### src/rtl/mlp_seq_engine.sv
`default_nettype none
// ============================================================================
// Module      : mlp_seq_engine
// Description : Time-multiplexed two-layer perceptron (dense/ReLU/dense) built
//               around one shared signed MAC, valid/ready on both sides.
//               Define MLP_SAT_EN to saturate stores instead of wrapping.
// Revision    : 1.0 - initial release
// ============================================================================
module mlp_seq_engine #(
    parameter int N_IN  = 4,
    parameter int N_HID = 4,
    parameter int N_OUT = 2,
    parameter int DW    = 5,
    parameter int AW    = 17
) (
    input  logic                      clk,
    input  logic                      rst,
    input  logic                      in_valid,
    output logic                      in_ready,
    input  logic [N_IN*DW-1:0]        x_flat,
    input  logic [N_IN*N_HID*DW-1:0]  w1_flat,
    input  logic [N_HID*N_OUT*DW-1:0] w2_flat,
    output logic                      out_valid,
    input  logic                      out_ready,
    output logic [N_OUT*AW-1:0]       y_flat,
    output logic                      busy
);

    localparam int C_MAXIH = (N_IN > N_HID) ? N_IN : N_HID;
    localparam int C_MAXN  = (C_MAXIH > N_OUT) ? C_MAXIH : N_OUT;
    localparam int C_CW    = $clog2(C_MAXN + 1);
    localparam int C_PW    = AW + DW;
    localparam int C_ACCW  = AW + DW + $clog2(C_MAXIH) + 1;

    localparam logic [C_CW-1:0] C_ONE       = C_CW'(1);
    localparam logic [C_CW-1:0] C_IN_LAST   = C_CW'(N_IN - 1);
    localparam logic [C_CW-1:0] C_HID_LAST  = C_CW'(N_HID - 1);
    localparam logic [C_CW-1:0] C_OUT_LAST  = C_CW'(N_OUT - 1);

    typedef enum logic [1:0] {
        S_IDLE = 2'd0,
        S_L1   = 2'd1,
        S_L2   = 2'd2,
        S_DONE = 2'd3
    } state_t;

    state_t                      r_state;
    logic [N_IN*DW-1:0]          r_x;
    logic [N_IN*N_HID*DW-1:0]    r_w1;
    logic [N_HID*N_OUT*DW-1:0]   r_w2;
    logic [N_HID*AW-1:0]         r_hid;
    logic [N_OUT*AW-1:0]         r_y;
    logic signed [C_ACCW-1:0]    r_acc;
    logic [C_CW-1:0]             r_fast;
    logic [C_CW-1:0]             r_slow;
    logic                        r_busy;
    logic                        r_out_valid;

    logic [31:0]                 w_fast_ix;
    logic [31:0]                 w_slow_ix;
    logic signed [DW-1:0]        w_x_sel;
    logic signed [DW-1:0]        w_w1_sel;
    logic signed [DW-1:0]        w_w2_sel;
    logic signed [AW-1:0]        w_h_sel;
    logic signed [AW-1:0]        w_a;
    logic signed [DW-1:0]        w_b;
    logic signed [C_PW-1:0]      w_prod;
    logic signed [C_ACCW-1:0]    w_sum;
    logic signed [AW-1:0]        w_fit;
    logic signed [AW-1:0]        w_relu;

    assign w_fast_ix = 32'(r_fast);
    assign w_slow_ix = 32'(r_slow);

    // Out-of-range selects only occur for the layer not currently active and are muxed away.
    assign w_x_sel  = r_x[w_fast_ix*DW +: DW];
    assign w_w1_sel = r_w1[(w_slow_ix*N_IN + w_fast_ix)*DW +: DW];
    assign w_h_sel  = r_hid[w_fast_ix*AW +: AW];
    assign w_w2_sel = r_w2[(w_slow_ix*N_HID + w_fast_ix)*DW +: DW];

    assign w_a    = (r_state == S_L2) ? w_h_sel : {{(AW-DW){w_x_sel[DW-1]}}, w_x_sel};
    assign w_b    = (r_state == S_L2) ? w_w2_sel : w_w1_sel;
    assign w_prod = w_a * w_b;
    assign w_sum  = r_acc + {{(C_ACCW-C_PW){w_prod[C_PW-1]}}, w_prod};

`ifdef MLP_SAT_EN
    localparam logic signed [C_ACCW-1:0] C_SAT_MAX = {{(C_ACCW-AW+1){1'b0}}, {(AW-1){1'b1}}};
    localparam logic signed [C_ACCW-1:0] C_SAT_MIN = {{(C_ACCW-AW+1){1'b1}}, {(AW-1){1'b0}}};

    always_comb begin
        w_fit = w_sum[AW-1:0];
        if (w_sum > C_SAT_MAX) begin
            w_fit = {1'b0, {(AW-1){1'b1}}};
        end else if (w_sum < C_SAT_MIN) begin
            w_fit = {1'b1, {(AW-1){1'b0}}};
        end
    end
`else
    assign w_fit = w_sum[AW-1:0];
`endif

    assign w_relu = w_fit[AW-1] ? '0 : w_fit;

    always_ff @(posedge clk) begin
        if (rst) begin
            r_state     <= S_IDLE;
            r_x         <= '0;
            r_w1        <= '0;
            r_w2        <= '0;
            r_hid       <= '0;
            r_y         <= '0;
            r_acc       <= '0;
            r_fast      <= '0;
            r_slow      <= '0;
            r_busy      <= 1'b0;
            r_out_valid <= 1'b0;
        end else begin
            case (r_state)
                S_IDLE: begin
                    if (in_valid && in_ready) begin
                        r_x     <= x_flat;
                        r_w1    <= w1_flat;
                        r_w2    <= w2_flat;
                        r_acc   <= '0;
                        r_fast  <= '0;
                        r_slow  <= '0;
                        r_busy  <= 1'b1;
                        r_state <= S_L1;
                    end
                end
                S_L1: begin
                    if (r_fast == C_IN_LAST) begin
                        r_hid[w_slow_ix*AW +: AW] <= w_relu;
                        r_acc  <= '0;
                        r_fast <= '0;
                        if (r_slow == C_HID_LAST) begin
                            r_slow  <= '0;
                            r_state <= S_L2;
                        end else begin
                            r_slow <= r_slow + C_ONE;
                        end
                    end else begin
                        r_acc  <= w_sum;
                        r_fast <= r_fast + C_ONE;
                    end
                end
                S_L2: begin
                    if (r_fast == C_HID_LAST) begin
                        r_y[w_slow_ix*AW +: AW] <= w_fit;
                        r_acc  <= '0;
                        r_fast <= '0;
                        if (r_slow == C_OUT_LAST) begin
                            r_slow      <= '0;
                            r_busy      <= 1'b0;
                            r_out_valid <= 1'b1;
                            r_state     <= S_DONE;
                        end else begin
                            r_slow <= r_slow + C_ONE;
                        end
                    end else begin
                        r_acc  <= w_sum;
                        r_fast <= r_fast + C_ONE;
                    end
                end
                S_DONE: begin
                    if (out_ready) begin
                        r_out_valid <= 1'b0;
                        r_state     <= S_IDLE;
                    end
                end
                default: r_state <= S_IDLE;
            endcase
        end
    end

    // Gated by rst so no job can be offered acceptance during the reset cycle.
    assign in_ready  = (r_state == S_IDLE) && !rst;
    assign out_valid = r_out_valid;
    assign y_flat    = r_y;
    assign busy      = r_busy;

endmodule
`default_nettype wire
### config.mk
export PLATFORM = sky130hd
export DESIGN_NAME = mlp_seq_engine
export DESIGN_NICKNAME = d
export VERILOG_FILES = /design/src/rtl/mlp_seq_engine.sv
export SDC_FILE = /design/constraint.sdc
export NUM_CORES = 1
export LEC_CHECK = 0
export CORE_ASPECT_RATIO = 0.9
export CORE_MARGIN = 10
export CORE_UTILIZATION = 51
export DETAILED_ROUTE_END_ITERATION = 12
export HOLD_SLACK_MARGIN = 0.1
export PLACE_DENSITY_LB_ADDON = 0.1
export SKIP_CTS_REPAIR_TIMING = 1
export SYNTH_ARGS = -nofsm -noshare
export SYNTH_HDL_FRONTEND = slang
export SYNTH_SLANG_ARGS = --single-unit
### constraint.sdc
create_clock -name clk -period 7.2 [get_ports clk]
set_input_delay 1.08 -clock clk [delete_from_list [all_inputs] [get_ports clk]]
set_output_delay 1.08 -clock clk [all_outputs]
set_load 0.1 [all_outputs]
Yosys cells after proc, flatten, opt, wreduce, memory -nomap -nowiden
Cells that the tools add are included.
Widths: inputs -> output; s select.
{"block": "word_totals", "reg_bits": 277, "latch_bits": 0, "mem_bits_rw": 0, "romBits": 0, "in_bits": 144, "out_inout_bits": 37, "word_cells": 89, "memories": 0}
{"block": "classes", "add_sub_neg": 5, "n_mul": 5, "div": 0, "order_cmp": 0, "n_eq_ne": 12, "n_shift": 8, "muxes": 31, "n_bitwise": 0, "n_reduce_logical": 17}
{"cell": "$shiftx 80x33->5", "count": 1}
{"cell": "$bwmux 68", "count": 1}
{"cell": "$shift 17x34->68 const A", "count": 1}
{"cell": "$shiftx 17x34->68", "count": 1}
{"cell": "$shiftx 68x9->17", "count": 1}
{"cell": "$mux 25", "count": 2}
{"cell": "$pmux 25 s2", "count": 1}
{"cell": "$shiftx 40x10->5", "count": 1}
{"cell": "$bwmux 34", "count": 1}
{"cell": "$neg 8->34", "count": 1}
{"cell": "$shift 17x34->34 const A", "count": 1}
{"cell": "$shiftx 17x34->34", "count": 1}
{"cell": "$add 25x25->25", "count": 1}
{"cell": "$mul 17x5->22", "count": 1}
{"cell": "$shiftx 20x7->5", "count": 1}
{"cell": "$mux 3", "count": 6}
{"cell": "$mux 17", "count": 1}
{"cell": "$mul 3x5->8 const B", "count": 2}
{"cell": "$mux 16", "count": 1}
{"cell": "$mux 2", "count": 6}
{"cell": "$reduce_and 4->1", "count": 3}
{"cell": "$mul 6x3->9 const B", "count": 1}
{"cell": "$pmux 3 s3", "count": 1}
{"cell": "$ne 2x2->1 const B", "count": 4}
{"cell": "21 further kinds", "count": 37}

Longest topological paths before layout
{"block": "logic_depth", "ltp_word": 9, "mapped_depth": 41, "ltp_nobuf": 35}

Worst setup path before layout
No wires, ideal clock.
{"block": "synth_timing", "path_kind": "reg-to-reg", "startpoint": "reg r_fast[1]", "endpoint": "reg r_hid[29]", "setup_ps": 60, "arrival_time_ps": 7808, "t_required_ps": 7140, "path_slack_ps": -668, "stages_incl_launch_ff": 34, "path_buffers": 6, "period_less_slack_ps": 7868, "cell_sequence": "dfxtp_1 buf_6 buf_6 buf_6 buf_2 buf_1 mux4_2 mux2i_1 or2_2 or2_2 fa_1 fa_1 fa_1 fa_1 nor2b_1 o21ai_0 a21boi_0 o21ai_0 a21boi_0 o21ai_0 a21boi_0 o21ai_0 nor2b_1 xnor2_1 ha_1 a21oi_1 o21ai_0 a21oi_1 o21ai_0 xnor2_1 xor2_2 nor4_4 buf_6 a22o_1"}
{"block": "synth_between", "elab_chain_cells": 9, "word_cells_on_any_way": 17, "classes_between": "2 x add/sub; 4 x mul; 1 x eq/ne; 5 x shift; 4 x mux; 1 x reduce/logical"}
{"element": "start, declared", "line_no": "54", "text": "logic [C_CW-1:0] r_fast;"}
{"element": "start signal, assigned", "line_no": "144", "text": "r_fast <= r_fast + C_ONE;"}
{"element": "start signal, assigned", "line_no": "162", "text": "r_fast <= r_fast + C_ONE;"}
{"element": "$add 5x3->6", "line_no": "77, 79"}
{"element": "$mul 6x3->9", "line_no": "77, 79"}
{"element": "$shiftx 80x33->5 or $shiftx 40x10->5 (tied branches)", "line_no": "77, 79"}
{"element": "$mux 5", "line_no": "82", "text": "assign w_b = (r_state == S_L2) ? w_w2_sel : w_w1_sel;"}
{"element": "$mul 17x5->22", "line_no": "83", "text": "assign w_prod = w_a * w_b;"}
{"element": "$add 25x25->25", "line_no": "84", "text": "assign w_sum = r_acc + {{(C_ACCW-C_PW){w_prod[C_PW-1]}}, w_prod};"}
{"element": "$mux 16", "line_no": "102", "text": "assign w_relu = w_fit[AW-1] ? '0 : w_fit;"}
{"element": "$shiftx 17x34->68", "line_no": "133", "text": "r_hid[w_slow_ix*AW +: AW] <= w_relu;"}
{"element": "$bwmux 68", "line_no": "133"}
{"element": "end signal, assigned by index", "line_no": "133"}
{"element": "end, declared", "line_no": "51", "text": "logic [N_HID*AW-1:0] r_hid;"}
Parallel ways exist; a longest one is shown, timed or not.
A chain may end at the register's enable or synchronous reset.

Final worst setup path
{"block": "layout_timing", "startpoint": "reg r_state[0]", "endpoint": "reg r_hid[18]"}
{"block": "layout_between", "elab_chain_cells": 7, "word_cells_on_any_way": 10, "classes_between": "1 x add/sub; 1 x mul; 2 x eq/ne; 1 x shift; 4 x mux; 1 x reduce/logical"}
{"element": "start, declared", "line_no": "47", "text": "state_t r_state;"}
{"element": "start signal, assigned", "line_no": "106", "text": "r_state <= S_IDLE;"}
{"element": "start signal, assigned", "line_no": "128", "text": "r_state <= S_L1;"}
{"element": "start signal, assigned", "line_no": "138", "text": "r_state <= S_L2;"}
{"element": "$eq 2x2->1", "line_no": "81, 82"}
{"element": "$mux 17 or $mux 5 (tied branches)", "line_no": "81, 82"}
{"element": "$mul 17x5->22", "line_no": "83"}
{"element": "$add 25x25->25", "line_no": "84"}
{"element": "$mux 16", "line_no": "102"}
{"element": "$shiftx 17x34->68", "line_no": "133"}
{"element": "$bwmux 68", "line_no": "133"}
Parallel ways exist; a longest one is shown, timed or not.

==> impl_results.md <==
* Outcome: completed
* GPL Wtd Cong at 0.886
* DRC at 0
* DR pass1 iterations at 5
* Core region area at 27200 µm²
* Period minus WS final at 7.10 ns
* Clock power share at 0.210
* Chip Height at 178 µm
* Final WS setup at 0.103 ns
* Die Span X at 196 µm
* CTS tree: built
* Crit-path max cell delay at 0.55 ns
* Synth warn at 0
* Worst VDD drop at 0.335 mV
* Overflow after GRT at 0
* CP max FO at 8
* Worst-Skew Late Latency at 0.58 ns
* Vias in the first global route at 12.3k
* Die area at 34800 µm²
* ANT nets after route at 0
* Nets at 2137
* Min-delay worst type: reg2reg
* Critical Path AT at 7.62 ns
* Crit path launch type: flip-flop
* Via count at 12.4k
* Internal at 4.21 mW
* Placed Area at 17000 µm²
* Synth Instances at 1629
* Post-synth ARST share at 0
* Final wirelength at 41500 µm
* Final Hold Viols at 0
* Row cnt at 57
* Combinational power share at 0.542
* Drt via density at 5.48
* Relative slew slack at 0.121
* Max Clock Skew at 0.0460 ns
* CP Data Required Time at 7.72 ns
* WHS Endpoint: r_x[15]
* Area grow syn2layout at 30.6%
* Register area share after synthesis at 0.375
* TritonCTS Sinks at 265
* H-tree depth at 1
* Top Ports at 181
* CTS buffer count at 28
* Avg Cell Area, Syn at 8.69 µm²
* Input/output buffers at 180
* Fmax at 141 MHz
* Reg power frac at 0.248
* Final setup fails at 0
* Hold WS at 0.458 ns
* Worst-path clk slew at 0.06 ns
* Number of synthesized flops with an enable pin at 0
* Post-Place Cells at 2194
* Worst-margin pin slew at 1.31 ns
* Diodes inserted at 0
* Leak Pwr at 7.44 nW
* Clock buffer depth at 3
* Design area at 18500 µm²
* Crit Path Class: reg2reg
* Cell mode on critical path: o21ai_2
* Post-synthesis register bit count at 265
* R2R Path Start: r_state[0]
* Psw at 2.96 mW
* Net Count, Synth at 1875
* Final Util at 0.680
* Total GRT Usage at 0.224
* Tot Pwr at 7.17 mW
* Power Dens Cells at 388 nW/µm²
* Max Cap Viol at 0
* Hold path depth at 2
* Initial antenna violation count at 0
* Yosys cell types at 71
* Dpl hpwl at 29900 µm
* Post-route setup TNS at 0 ns
* Synthesized cell area at 14200 µm²
* CP max stage cell: fa_1
* Worst reg2reg endpoint: r_hid[18]
* First DRT Iteration DRCs at 941
* Share of layout cells above drive strength 1 at 0.181
* Sw Share at 0.413
* R2R depth at 33
* RSZ-0062 raised after global routing: true
* Slew Limit Fails at 0
* Clock Root Buffer: clkbuf_16
* DR WL/cell at 18.3 µm
* Period utilization at 0.986
* Flop-to-flop setup slack at 0.10 ns
* Pre-CTS setup slack at -0.871 ns
* Initial Util at 0.521
* Most used flip-flop cell after synthesis: dfxtp_1
* First-pass GRT wire length at 64300 µm
* Hold path start: r_x[15]
* Crit path capture type: flip-flop
* Fin cells at 2266
* Largest net degree at the start of global routing at 130
critical path: cells and delay by family, from the launching register on:
kind / cells / cell delay, ns
adders and majority gates: 6 / 2.36
muxes: 1 / 0.19
DFF: 1 / 0.33
AOI/OAI and AO/OA: 14 / 2.13
and+or+nand+nor: 5 / 1.00
buffers and inverters: 5 / 0.76
xor gates and xnor gates: 2 / 0.30
cells by family after synthesis:
group	share of synthesized area
compound gates	0.167
xor+xnor	0.0227
fa+ha+maj	0.111
buf+inv	0.0636
flops	0.375
mux	0.0889
simple gates	0.172
layout by cell type, fill, tap and decap left out, drive strengths merged, types with 4 or more instances in the layout:
| cell type | Yosys | layout |
|---|---|---|
| mux2i | 20 | 20 |
| buf | 27 | 155 |
| inv | 103 | 106 |
| xnor2 | 22 | 22 |
| ha | 62 | 62 |
| and3 | 10 | 10 |
| nor2b | 18 | 18 |
| clkdlybuf4s50 | 0 | 179 |
| nand2 | 358 | 358 |
| a211oi | 8 | 8 |
| dfxtp | 265 | 265 |
| nor4 | 4 | 4 |
| xor2 | 9 | 9 |
| mux2 | 15 | 15 |
| o22ai | 4 | 4 |
| nand2b | 16 | 16 |
| fa | 40 | 40 |
| mux4 | 39 | 39 |
| a22oi | 34 | 34 |
| a21boi | 6 | 6 |
| or2 | 12 | 12 |
| nor2 | 125 | 125 |
| nor3 | 6 | 6 |
| nand4 | 5 | 5 |
| a22o | 49 | 49 |
| clkbuf | 77 | 36 |
| nand3 | 15 | 15 |
| o31ai | 4 | 4 |
| a21oi | 48 | 48 |
| clkinv | 1 | 12 |
| a21o | 12 | 12 |
| o21ai | 174 | 174 |
power groups by stage:
| stage | registers (mW) | logic (mW) | clock network, mW |
|---|---|---|---|
| final | 1.78 | 3.88 | 1.50 |
| after global routing | 1.80 | 4.26 | 1.58 |
| after CTS | 1.77 | 3.59 | 1.53 |
| after detailed placement | 1.80 | 3.57 | 0 |
| after global placement | 1.80 | 3.50 | 0 |
| after floorplan | 1.76 | 2.18 | 0 |
layout make-up:
cell class | count | area (µm²)
Timing Repair Buffer | 336 | 3120
Tap cell | 354 | 443
Multi-Input combinational cell | 1156 | 8240
Clock inverter | 17 | 199
Clock buffer | 34 | 773
Sequential cell | 265 | 5320
Inverter | 104 | 394
Fill cell | 2218 | 8690
routing by layer:
layer	global-route usage	up-vias	wire (µm)
met5	0	-	0
met4	0.0442	0	775
met3	0.0375	58	2500
met2	0.357	343	19000
met1	0.313	5974	19200
li1	-	6045	-
flip-flops by register name, indices dropped and copies added, names as in the netlist, 2 cells and up:
name / flops
r_hid: 64
r_acc: 17
y_flat: 34
r_fast: 3
r_x: 20
r_w1: 80
r_w2: 40
r_slow: 3
r_state: 2
synth_stat cells (all sizes together), types with 20 or more instances:
master  number  area share
nand2      358       0.095
dfxtp      265        0.37
o21ai      174       0.062
nor2       125       0.033
inv        103       0.027
clkbuf      77       0.021
ha          62       0.055
a22o        49       0.030
a21oi       48       0.017
fa          40       0.057
mux4        39       0.063
a22oi       34       0.018
buf         27       0.015
xnor2       22       0.015
mux2i       20       0.014
how the worst max path moves through the flow:
stage	start	to	slack [ns]	cells after the start
2_1_floorplan	r_state[0]	r_hid[29]	0.0003	35
3_3_place_gp	r_state[0]	r_hid[26]	-0.74	32
3_5_place_dp	r_state[0]	r_hid[28]	-0.87	32
4_1_cts	r_state[0]	r_hid[28]	-0.89	32
5_1_grt	r_fast[2]	r_hid[18]	-0.23	33
6_report	r_state[0]	r_hid[18]	0.10	33
(Power assumes the default switching activity.)
